## src/rtl/mem_stage.sv

```systemverilog
// mips789 memory-access stage: registers the exec result, runs the req/ack data-memory handshake,
// formats big-endian store lanes and load data. Optional macro MEM_ALIGN_EXC_EN enables misalignment faults.
module mem_stage (
    input  logic        clk,
    input  logic        rst,
    input  logic        pause,
    input  logic [31:0] alu_ur_o,
    input  logic [31:0] dmem_data_ur_o,
    input  logic [3:0]  dmem_ctl_i,
    input  logic        wb_we_i,
    input  logic [4:0]  wb_addr_i,
    output logic [31:0] dmem_addr,
    output logic [31:0] dmem_wdata,
    output logic [3:0]  dmem_be,
    output logic        dmem_we,
    output logic        dmem_req,
    input  logic        dmem_ack,
    input  logic [31:0] dmem_rdata,
    output logic        stall_o,
    output logic [31:0] fw_dmem,
    output logic [31:0] wb_data_o,
    output logic        wb_we_o,
    output logic [4:0]  wb_addr_o,
    output logic        align_exc_o,
    output logic [31:0] bad_addr_o
);

    localparam logic [3:0] OP_NONE = 4'd0;
    localparam logic [3:0] OP_LW   = 4'd1;
    localparam logic [3:0] OP_LH   = 4'd2;
    localparam logic [3:0] OP_LHU  = 4'd3;
    localparam logic [3:0] OP_LB   = 4'd4;
    localparam logic [3:0] OP_LBU  = 4'd5;
    localparam logic [3:0] OP_SW   = 4'd6;
    localparam logic [3:0] OP_SH   = 4'd7;
    localparam logic [3:0] OP_SB   = 4'd8;

    typedef enum logic [1:0] {S_IDLE, S_REQ, S_HOLD} state_t;

    state_t      r_state, w_state_nxt;
    logic [3:0]  r_op;
    logic [31:0] r_addr;
    logic [31:0] r_sdata;
    logic        r_wb_we;
    logic [4:0]  r_wb_addr;
    logic [31:0] r_ld;

    logic [3:0]  w_op_in;
    logic        w_load_en;
    logic        w_issue;
    logic        w_is_load;
    logic [7:0]  w_byte;
    logic [15:0] w_half;
    logic [31:0] w_ld_ext;

    // Undefined op codes collapse to NONE so they never start an access
    assign w_op_in   = (dmem_ctl_i <= OP_SB) ? dmem_ctl_i : OP_NONE;
    assign w_load_en = !pause && !stall_o;
    assign w_is_load = (r_op >= OP_LW) && (r_op <= OP_LBU);

`ifdef MEM_ALIGN_EXC_EN
    logic r_mis;
    logic r_exc;
    logic [31:0] r_bad_addr;
    logic w_mis_in;

    always_comb begin
        w_mis_in = 1'b0;
        case (w_op_in)
            OP_LW, OP_SW:          w_mis_in = |alu_ur_o[1:0];
            OP_LH, OP_LHU, OP_SH:  w_mis_in = alu_ur_o[0];
            default:               w_mis_in = 1'b0;
        endcase
    end

    assign w_issue = (w_op_in != OP_NONE) && !w_mis_in;

    always_ff @(posedge clk or posedge rst) begin
        if (rst) begin
            r_mis      <= 1'b0;
            r_exc      <= 1'b0;
            r_bad_addr <= '0;
        end else begin
            r_exc <= w_load_en && w_mis_in;
            if (w_load_en) begin
                r_mis <= w_mis_in;
                if (w_mis_in)
                    r_bad_addr <= alu_ur_o;
            end
        end
    end

    assign align_exc_o = r_exc;
    assign bad_addr_o  = r_bad_addr;
    assign wb_we_o     = r_wb_we && !stall_o && !r_mis;
`else
    assign w_issue     = (w_op_in != OP_NONE);
    assign align_exc_o = 1'b0;
    assign bad_addr_o  = '0;
    assign wb_we_o     = r_wb_we && !stall_o;
`endif

    always_ff @(posedge clk or posedge rst) begin
        if (rst) begin
            r_state   <= S_IDLE;
            r_op      <= OP_NONE;
            r_addr    <= '0;
            r_sdata   <= '0;
            r_wb_we   <= 1'b0;
            r_wb_addr <= '0;
            r_ld      <= '0;
        end else begin
            r_state <= w_state_nxt;
            if (w_load_en) begin
                r_op      <= w_op_in;
                r_addr    <= alu_ur_o;
                r_sdata   <= dmem_data_ur_o;
                r_wb_we   <= wb_we_i;
                r_wb_addr <= wb_addr_i;
            end
            if ((r_state == S_REQ) && dmem_ack && w_is_load)
                r_ld <= w_ld_ext;
        end
    end

    // A new op always wins over the ack path: the ack cycle itself clears the stall
    always_comb begin
        w_state_nxt = r_state;
        if (w_load_en)
            w_state_nxt = w_issue ? S_REQ : S_IDLE;
        else if ((r_state == S_REQ) && dmem_ack)
            w_state_nxt = S_HOLD;
    end

    always_comb begin
        w_byte = r_addr[1] ? (r_addr[0] ? dmem_rdata[7:0]   : dmem_rdata[15:8])
                           : (r_addr[0] ? dmem_rdata[23:16] : dmem_rdata[31:24]);
        w_half = r_addr[1] ? dmem_rdata[15:0] : dmem_rdata[31:16];
        case (r_op)
            OP_LH:   w_ld_ext = {{16{w_half[15]}}, w_half};
            OP_LHU:  w_ld_ext = {16'd0, w_half};
            OP_LB:   w_ld_ext = {{24{w_byte[7]}}, w_byte};
            OP_LBU:  w_ld_ext = {24'd0, w_byte};
            default: w_ld_ext = dmem_rdata;
        endcase
    end

    always_comb begin
        dmem_be    = 4'b0000;
        dmem_wdata = r_sdata;
        case (r_op)
            OP_SH:   dmem_wdata = {2{r_sdata[15:0]}};
            OP_SB:   dmem_wdata = {4{r_sdata[7:0]}};
            default: dmem_wdata = r_sdata;
        endcase
        if (r_state == S_REQ) begin
            case (r_op)
                OP_SH:   dmem_be = r_addr[1] ? 4'b0011 : 4'b1100;
                OP_SB:   dmem_be = 4'b1000 >> r_addr[1:0];
                default: dmem_be = 4'b1111;
            endcase
        end
    end

    assign dmem_req  = (r_state == S_REQ);
    assign dmem_we   = dmem_req && (r_op >= OP_SW) && (r_op <= OP_SB);
    assign dmem_addr = {r_addr[31:2], 2'b00};
    assign stall_o   = dmem_req && !dmem_ack;
    assign fw_dmem   = w_is_load ? r_ld : r_addr;
    assign wb_data_o = fw_dmem;
    assign wb_addr_o = r_wb_addr;

endmodule

```

## config.mk

```make
export PLATFORM = sky130hd
export DESIGN_NAME = mem_stage
export DESIGN_NICKNAME = d
export VERILOG_FILES = /design/src/rtl/mem_stage.sv
export SDC_FILE = /design/constraint.sdc
export NUM_CORES = 1
export LEC_CHECK = 0
export ABC_CLOCK_PERIOD_IN_PS = 3300
export CORE_MARGIN = 3
export CORE_UTILIZATION = 39
export CTS_BUF_LIST = sky130_fd_sc_hd__clkbuf_2 sky130_fd_sc_hd__clkbuf_4 sky130_fd_sc_hd__clkbuf_8
export DETAILED_ROUTE_END_ITERATION = 6
export GPL_ROUTABILITY_DRIVEN = 0
export PLACE_DENSITY_LB_ADDON = 0.2
export SLEW_MARGIN = 25
export SYNTH_ARGS = -nofsm -noshare
export SYNTH_HDL_FRONTEND = slang
export SYNTH_SLANG_ARGS = --single-unit
```

## constraint.sdc

```tcl
create_clock -name clk -period 3.3 [get_ports clk]
set_clock_uncertainty 0.05 [all_clocks]
set_input_delay 0.495 -clock clk [delete_from_list [all_inputs] [get_ports clk]]
set_output_delay 0.495 -clock clk [all_outputs]
set_load 0.1 [all_outputs]
```

==> results of run 1 <==
worst max-delay path: stages, from the launching register on:
cell and delay (ns):
dfrtp_1 0.48, nor3_1 0.41, a211o_1 0.15, buf_4 0.38, mux2_2 0.46, buf_12 0.19
stage by stage:
step	total power [mW]	instance area, sq um
floorplan	6.74	6490
global placement	8.69	9120
detailed placement	8.73	9120
CTS	9.58	9310
global route	9.81	9310
finish	9.50	9310
per-layer routing:
layer / share of wire [%] / track usage [%] / vias to the layer above
li1: - / - / 2600
met3: 8.5 / 6.50 / 11
met2: 49 / 36.1 / 196
met1: 41 / 25.6 / 2537
met5: 0 / 0 / -
met4: 1.1 / 5.49 / 0
final cells by class:
type	instances	share of cell area, %
clock buffers	13	1.72
clock inverters	2	0.376
inverters	5	0.242
multi-input cells	523	29.6
flip-flops and latches	108	29.0
well taps	216	2.90
repair buffers	261	36.1
registers in the layout, indices dropped and copies added (netlist names):
signal	count
wb_addr_o	5
r_state	2
r_wb_we	1
r_sdata	32
r_op	4
r_ld	32
r_addr	32
power by group through the flow:
stage / Sequential (mW) / Clock (mW) / Combinational (mW)
2_1_floorplan: 1.87 / 0 / 4.88
3_3_place_gp: 1.91 / 0 / 6.78
3_5_place_dp: 1.91 / 0 / 6.82
4_1_cts: 1.89 / 0.867 / 6.83
5_1_grt: 1.93 / 0.904 / 6.98
6_report: 1.88 / 0.831 / 6.78
cell usage after synthesis (2+ instances only):
library cell  instances
clkbuf_1              8
mux2_2               47
nand2_1             277
o22a_1                7
buf_2                27
a22oi_1               8
a21oi_1              38
a221oi_1              7
nand3b_1              5
mux2i_1               8
buf_6                 3
o2bb2ai_1             7
nor3_1                3
a31oi_1               2
o21ai_0               6
inv_1                 5
and2_1                2
nand2b_1              4
nor2b_1               7
nand3_1               2
nor2_1               39
dfrtp_1             108
buf_4               106
path summary, 6_finish.rpt:
check	to	slack, ns	cells after the start	start
setup reg to reg	r_ld[27]	1.06	4	r_addr[0]
setup / recovery	wb_data_o[1]	0.29	5	r_op[0]
hold reg to reg	r_wb_we	0.43	2	r_wb_we
max in group asynchronous	r_addr[24]	1.93	3	rst
hold / removal	r_wb_we	0.43	2	r_wb_we
min in group asynchronous	wb_addr_o[1]	0.52	2	rst
cells by family after synthesis:
kind of cell	Yosys count	share of synthesized area, %
xor+xnor	1	0.138
compound gates	81	8.58
mux	56	9.94
simple gates	350	22.4
buf+inv	152	16.4
flops	108	42.5
other cells	1	0.0590
==> run metrics, run 1 <==
Antenna Nets Post-Route=0; leading area contributor after synthesis=dfrtp_1; clock-pin slew on the worst setup and hold paths=0.10 ns; Worst Tran Pin Value=0.990 ns; Inserted Diodes=0; largest net degree at the start of global routing=58; max_cap viols=0; clock net sink count=108; TritonCTS clock tree=built; fin crit period=3.01 ns; Switching Share=56.3%; placed cell count=1,113; Synth Flop Type=dfrtp_1; die outline area=17,900 sq um; first-iteration detailed-routing DRC count=326; Non-Filler Instances=1,128; commonest cells after routing, fill and taps aside=nand2_1, clkdlybuf4s50_1, dfrtp_1; first-pass GRT wire length=29,400 um; DRC Markers=0; layout net count=1,018; Yosys reg bits=108; worst rel slew slack=33.8%; post-synth cell types=46; Post-Syn Area=6360 sq um; Initial Utilization=39.9%; FMAX=332 MHz; H-tree lvl count=3; leading cell type in the layout, fill and taps excluded=nand2_1; Synth top area share=42.5%; # setup viols final=0; antenna violations before repair=0; Fin Setup TNS=0 ns; CTS root buffer=clkbuf_8; core area=15,900 sq um; Die W=134 um; number of gates resized after CTS=0; fraction of registers with async set/reset=100%; Crit path required time=2.75 ns; CTS hold repair buffers=0; final hold vios=0; Via density=4.74; Crit Path Class=reg -> out; vias in the first global route=5,208; max-slew violations=0; Static Leak=4.39 nW; layout cells sized above 1=21.9%; RSZ-0062 raised after global routing=false; fin worst setup slack=0.287 ns; synthesized netlist cell count=749; port buffer count=248; post-CTS setup buffer count=0; site row count=46; worst vdd ir=597 uV; clk_lat worst skew=0.38 ns; Clock power frac=8.8%; Setup WS pre-CTS=0.667 ns; Die Y=134 um; Initial DRT Pass Iterations=4; Avg Inst Size Synth=8.49 sq um; Register Area=2700 sq um; CTS Buffer Depth=2; final core utilization=58.4%; Seq pwr share=19.8%; CP Max Fanout=32; Detailed Route WL=18,900 um; top cells by area, synth=dfrtp_1, nand2_1, buf_4; Internal=4.15 mW; hold crit path type=reg -> reg; PD cells=1020 nW/um^2; outcome=finished clean; number of fill cells=1,434; DR WL/cell=16.7 um; GRT Util Overall=20.9%; EDFF count, synth=0; Ys Warns=0; HPWL Detailed=14,400 um; Data arrival, critical path=2.47 ns; Final Cycle Share=91.3%; Layout area overhead=46.5%; area of the multi-input gates=2760 sq um; Comb pwr share=71.4%; NetSw=5.35 mW; Min Hold Slack=0.435 ns; grt total ovfl=0; Top-Level Pins=284; startpoint types=register; number of CTS-inserted buffers=9; Seq/Total Area, Yosys=42.5%; CP endpoint kind=output pin; via count=5,344
Power figures use the tool's default switching activity.
==> inputs of run 2 (changes only) <==
Settings changed: ABC_AREA set to 1, SLEW_MARGIN 25 to 10.
==> run 2 against run 1 <==
Hold slack improved by 0.0069 ns; sequential share of layout area is 0.86 points lower; global-route usage rose by 0.29 points; setup slack got worse by 0.033 ns; critical endpoint is now dmem_wdata[15]; largest cell class unchanged.
==> run metrics, run 2 <==
outcome=finished clean; simple-gate area share of the yosys netlist=25.8%; XOR/XNOR Fraction of Synth Area=0%; Crit Path Class=reg -> out; Fin Setup TNS=0 ns; clk_lat worst skew=0.39 ns; Seq/Total Area, Yosys=42.3%; first-iteration detailed-routing DRC count=408; Avg Inst Size Synth=7.06 sq um; Initial Utilization=40.1%; die outline area=18,000 sq um; # setup viols final=0; fraction of registers with async set/reset=100%; core area=15,900 sq um; Detailed Route WL=19,300 um; TritonCTS clock tree=built; fin area=9600 sq um; antenna violations before repair=1; Post-Syn Area=6390 sq um; Final Cycle Share=92.3%; Top-Level Pins=284; Largest regs=r_addr x32, r_ld x32, r_sdata x32; hold crit path type=reg -> reg; max-slew violations=0; commonest cells after routing, fill and taps aside=nand2_1, clkdlybuf4s50_1, dfrtp_1; slowest cell delay on critical path=0.47 ns; startpoint types=register; Die Y=134 um; Ys Warns=0; layout cells sized above 1=17.1%; Yosys reg bits=108; H-tree lvl count=3; Crit path required time=2.75 ns; mux cell area share after synthesis=0%; Antenna Nets Post-Route=0; CP Max Fanout=34; leading area contributor after synthesis=dfrtp_1; HPWL Detailed=15,000 um; clock net sink count=108; CTS hold repair buffers=0; Cell Area, Placed=9400 sq um; layout net count=1,174; Layout area overhead=50.0%; GRT Util Overall=21.2%; max_cap viols=0; Data arrival, critical path=2.50 ns; port buffer count=248; Synth top area share=42.3%; number of gates resized after CTS=0; synthesized netlist cell count=906; FMAX=328 MHz; critical path, cell by cell=inv_2, nand4_1, inv_1, nor2_2, inv_2, o21ai_0, buf_12; fin crit period=3.05 ns; final hold vios=0; complex-gate fraction of the synthesized area=11.2%; PD cells=1020 nW/um^2; vias in the first global route=5,713; Static Leak=4.59 nW; CTS Buffer Depth=2; Inserted Diodes=0; CP endpoint kind=output pin; Adder-Cell Fraction of Synth Area=0%; CTS root buffer=clkbuf_8; EDFF count, synth=0; Worst Tran Pin Value=0.995 ns; Synth Flop Type=dfrtp_1; RSZ-0062 raised after global routing=false; via count=5,907; number of CTS-inserted buffers=9; most common library cells after synthesis=nand2_1, o21ai_0, buf_4, dfrtp_1, inv_1; Crit-path slowest cell=dfrtp_1; Initial DRT Pass Iterations=5; DR WL/cell=15.0 um; worst rel slew slack=33.4%; post-synth cell types=23; worst vdd ir=592 uV; post-CTS setup buffer count=0; site row count=46; clock-pin slew on the worst setup and hold paths=0.11 ns; top cells by area, synth=dfrtp_1, nand2_1, buf_4; largest net degree at the start of global routing=80; largest family of logic cells by synthesized area=simple AND/OR/NAND/NOR gates; most numerous cell on the critical path=inv_2; leading cell type in the layout, fill and taps excluded=nand2_1; first-pass GRT wire length=30,200 um; Via density=4.60; Die W=134 um; number of fill cells=1,466; grt total ovfl=0; most common cell in the synthesized netlist=nand2_1; DRC Markers=0
[run 2: changes by cell type in the layout (fill, tap and decap cells not counted), moves of 23 or more]
cell / change
inv_1: +76
o21ai_0: +73
mux2_2: -47
nand2_1: +34
nor2_1: +31
o21ai_2: +30
nand3_1: +28
a21oi_1: -23
[run 2: worst paths after layout]
check	cells past startpoint	startpoint	slack [ns]	endpoint
worst max-delay path	7	r_op[3]	0.25	dmem_wdata[15]
worst min-delay path	2	wb_addr_o[1]	0.44	wb_addr_o[1]
worst max register to register	8	r_addr[1]	0.85	r_ld[23]
worst min register to register	2	wb_addr_o[1]	0.44	wb_addr_o[1]
max in group asynchronous	3	rst	1.94	r_op[3]
min in group asynchronous	2	rst	0.50	r_addr[28]
[run 2: per-stage QoR]
| step | total power [mW] | worst slack [ns] | utilization [%] | hold WS [ns] | std cells |
|---|---|---|---|---|---|
| floorplan | 6.97 | -0.393 | - | 0.399 | 940 |
| global placement | 8.97 | 0.823 | 58.9 | 0.412 | 1269 |
| global route | 10.2 | 0.00590 | 60.2 | 0.461 | 1285 |
| detailed placement | 9.03 | 0.665 | 58.9 | 0.416 | 1269 |
| CTS | 9.88 | 0.227 | 60.2 | 0.443 | 1285 |
| finish | 9.80 | 0.254 | 60.2 | 0.442 | 1285 |
[run 2: kinds of logic (layout without fill, tap and decap cells)]
logic type | after synthesis | after routing
buffers and inverters | 234 | 363
DFF | 108 | 108
and+or+nand+nor | 421 | 421
AOI/OAI and AO/OA | 142 | 142
other | 1 | 35
[run 2: report_power, final]
| group | internal (mW) | switching, mW |
|---|---|---|
| Clock | 0.357 | 0.484 |
| Sequential | 1.66 | 0.209 |
| Combinational | 2.10 | 4.99 |
[run 2: routing by layer]
metal | GRT usage [%] | part of all wire [%] | routed length, um
met1 | 26.0 | 41 | 7820
met2 | 36.3 | 49 | 9430
met3 | 5.89 | 8.7 | 1670
met4 | 6.96 | 1.7 | 324
met5 | 0 | 0.057 | 11
[run 2: final cells by class]
| type | instances | area (sq um) | share of cell area, % |
|---|---|---|---|
| Timing Repair Buffer | 259 | 3460 | 36.0 |
| Sequential cell | 108 | 2700 | 28.2 |
| Multi-Input combinational cell | 598 | 2630 | 27.4 |
| Inverter | 88 | 340 | 3.55 |
| Tap cell | 216 | 270 | 2.82 |
| Clock buffer | 9 | 124 | 1.29 |
| Clock inverter | 7 | 75.1 | 0.782 |
[run 2: worst max-delay path: cells and delay by family (launching register included)]
family / cells / cell delay, ns
AOI/OAI and AO/OA: 1 / 0.28
buffers and inverters: 4 / 0.94
DFF: 1 / 0.47
and+or+nand+nor: 2 / 0.42
==> inputs of run 3 (changes only) <==
--- a/constraint.sdc
+++ b/constraint.sdc
@@ -3,3 +3,3 @@
 set_input_delay 0.495 -clock clk [delete_from_list [all_inputs] [get_ports clk]]
 set_output_delay 0.495 -clock clk [all_outputs]
-set_load 0.1 [all_outputs]
+set_load 0.005 [all_outputs]
==> run 3 against run 2 <==
Critical path type unchanged; fmax shrank 0.40%; register-to-register slack improved by 0.25 ns; first-iteration DRC count is 2.7% higher; sequential cell count stayed put; global-route usage is 0.53 points lower; cell count did not move; highest routed layer unchanged; critical endpoint is now dmem_wdata[28]; clock-buffer cell count up 3; utilization decreased by 6.2 points.
==> run metrics, run 3 (synthesized netlist as in run 2, its figures left out) <==
outcome=finished clean; worst vdd ir=283 uV; PD cells=570 nW/um^2; layout net count=1,175; port buffer count=248; number of CTS-inserted buffers=9; clock-pin slew on the worst setup and hold paths=0.10 ns; CTS Buffer Depth=2; Non-Filler Instances=1,285; largest net degree at the start of global routing=80; Layout area overhead=34.7%; final core utilization=54.0%; max_cap viols=0; site row count=46; Data arrival, critical path=2.51 ns; worst rel slew slack=52.9%; vias in the first global route=5,527; Static Leak=4.04 nW; Initial DRT Pass Iterations=6; fin area=8610 sq um; Die Y=134 um; via count=5,860; Top-Level Pins=284; startpoint types=register; max-slew violations=0; Via density=4.56; placed cell count=1,270; Inserted Diodes=0; layout cells sized above 1=4.12%; Largest regs=r_addr x32, r_ld x32, r_sdata x32; first-pass GRT wire length=29,500 um; commonest cells after routing, fill and taps aside=nand2_1, clkdlybuf4s50_1, o21ai_0; FMAX=327 MHz; DRC Markers=0; DR WL/cell=14.6 um; Initial Utilization=40.1%; number of gates resized after CTS=0; CP endpoint kind=output pin; CTS root buffer=clkbuf_8; Cell Area, Placed=8410 sq um; area of the multi-input gates=2500 sq um; Antenna Nets Post-Route=0; H-tree lvl count=3; hold crit path type=reg -> reg; Detailed Route WL=18,700 um; CTS hold repair buffers=0; leading cell type in the layout, fill and taps excluded=nand2_1; final hold vios=0; Crit path required time=2.75 ns; die outline area=18,000 sq um; RSZ-0062 raised after global routing=false; Worst Tran Pin Value=0.706 ns; R2R cell count=9; Register Area=2700 sq um; clk_lat worst skew=0.38 ns; CP Max Fanout=34; HPWL Detailed=14,200 um; GRT Util Overall=20.7%; core area=15,900 sq um; fin crit period=3.06 ns; Die W=134 um; antenna violations before repair=2; clock net sink count=108; Hold Path Depth=2; Crit Path Class=reg -> out; first-iteration detailed-routing DRC count=419; number of fill cells=1,625; post-CTS setup buffer count=0; TritonCTS clock tree=built; Fin Setup TNS=0 ns; # setup viols final=0; Final Cycle Share=92.7%; grt total ovfl=0
-- run 3: changes by cell type in the layout (fill, tap and decap cells not counted), sizes merged --
cell,before,now
clkdlybuf4s50,140,248
buf,119,12
clkbuf,9,12
clkinv,5,3
inv,88,86
-- run 3: area by class of cell --
type                            count  area share [%]
Sequential cell                   108            31.4
Timing Repair Buffer              260            30.2
Multi-Input combinational cell    598            29.1
Inverter                           88            3.95
Tap cell                          216            3.14
Clock buffer                       12            1.77
Clock inverter                      3           0.552
-- run 3: metal layers --
layer / share of wire (%) / track usage [%]
met2: 46 / 32.6
met1: 44 / 27.7
met5: 0.12 / 0
met4: 1.5 / 5.77
met3: 8.3 / 6.49
-- run 3: final timing paths --
path,startpoint,end,slack (ns)
worst max-delay path,r_op[3],dmem_wdata[28],0.24
worst min-delay path,r_wb_we,r_wb_we,0.44
worst max register to register,r_addr[1],r_ld[25],1.10
worst min register to register,r_wb_we,r_wb_we,0.44
max in group asynchronous,rst,r_ld[1],2.35
min in group asynchronous,rst,r_ld[27],0.50
-- run 3: worst max-delay path, cell delays in order (launching register included) --
cell and delay, ns:
dfrtp_1 0.46, inv_2 0.07, nand4_1 0.08, buf_4 0.18, inv_1 0.07, nor2_2 0.15, inv_2 0.22, o21ai_0 0.32
clkdlybuf4s50_1 0.57
-- run 3: through the flow --
stage	power, mW	hold WS [ns]	setup WS [ns]
finish	4.91	0.443	0.242
global route	5.28	0.462	0.0450
CTS	4.98	0.443	0.188
detailed placement	4.11	0.418	0.658
global placement	4.08	0.413	0.625
floorplan	3.10	0.399	1.33
-- run 3: power by group --
part	total, mW	switching, mW	leakage (nW)	internal, mW
registers	1.86	0.204	1.30	1.66
logic	2.19	0.975	2.64	1.22
clock network	0.851	0.462	0.103	0.388
total	4.91	1.64	4.04	3.26
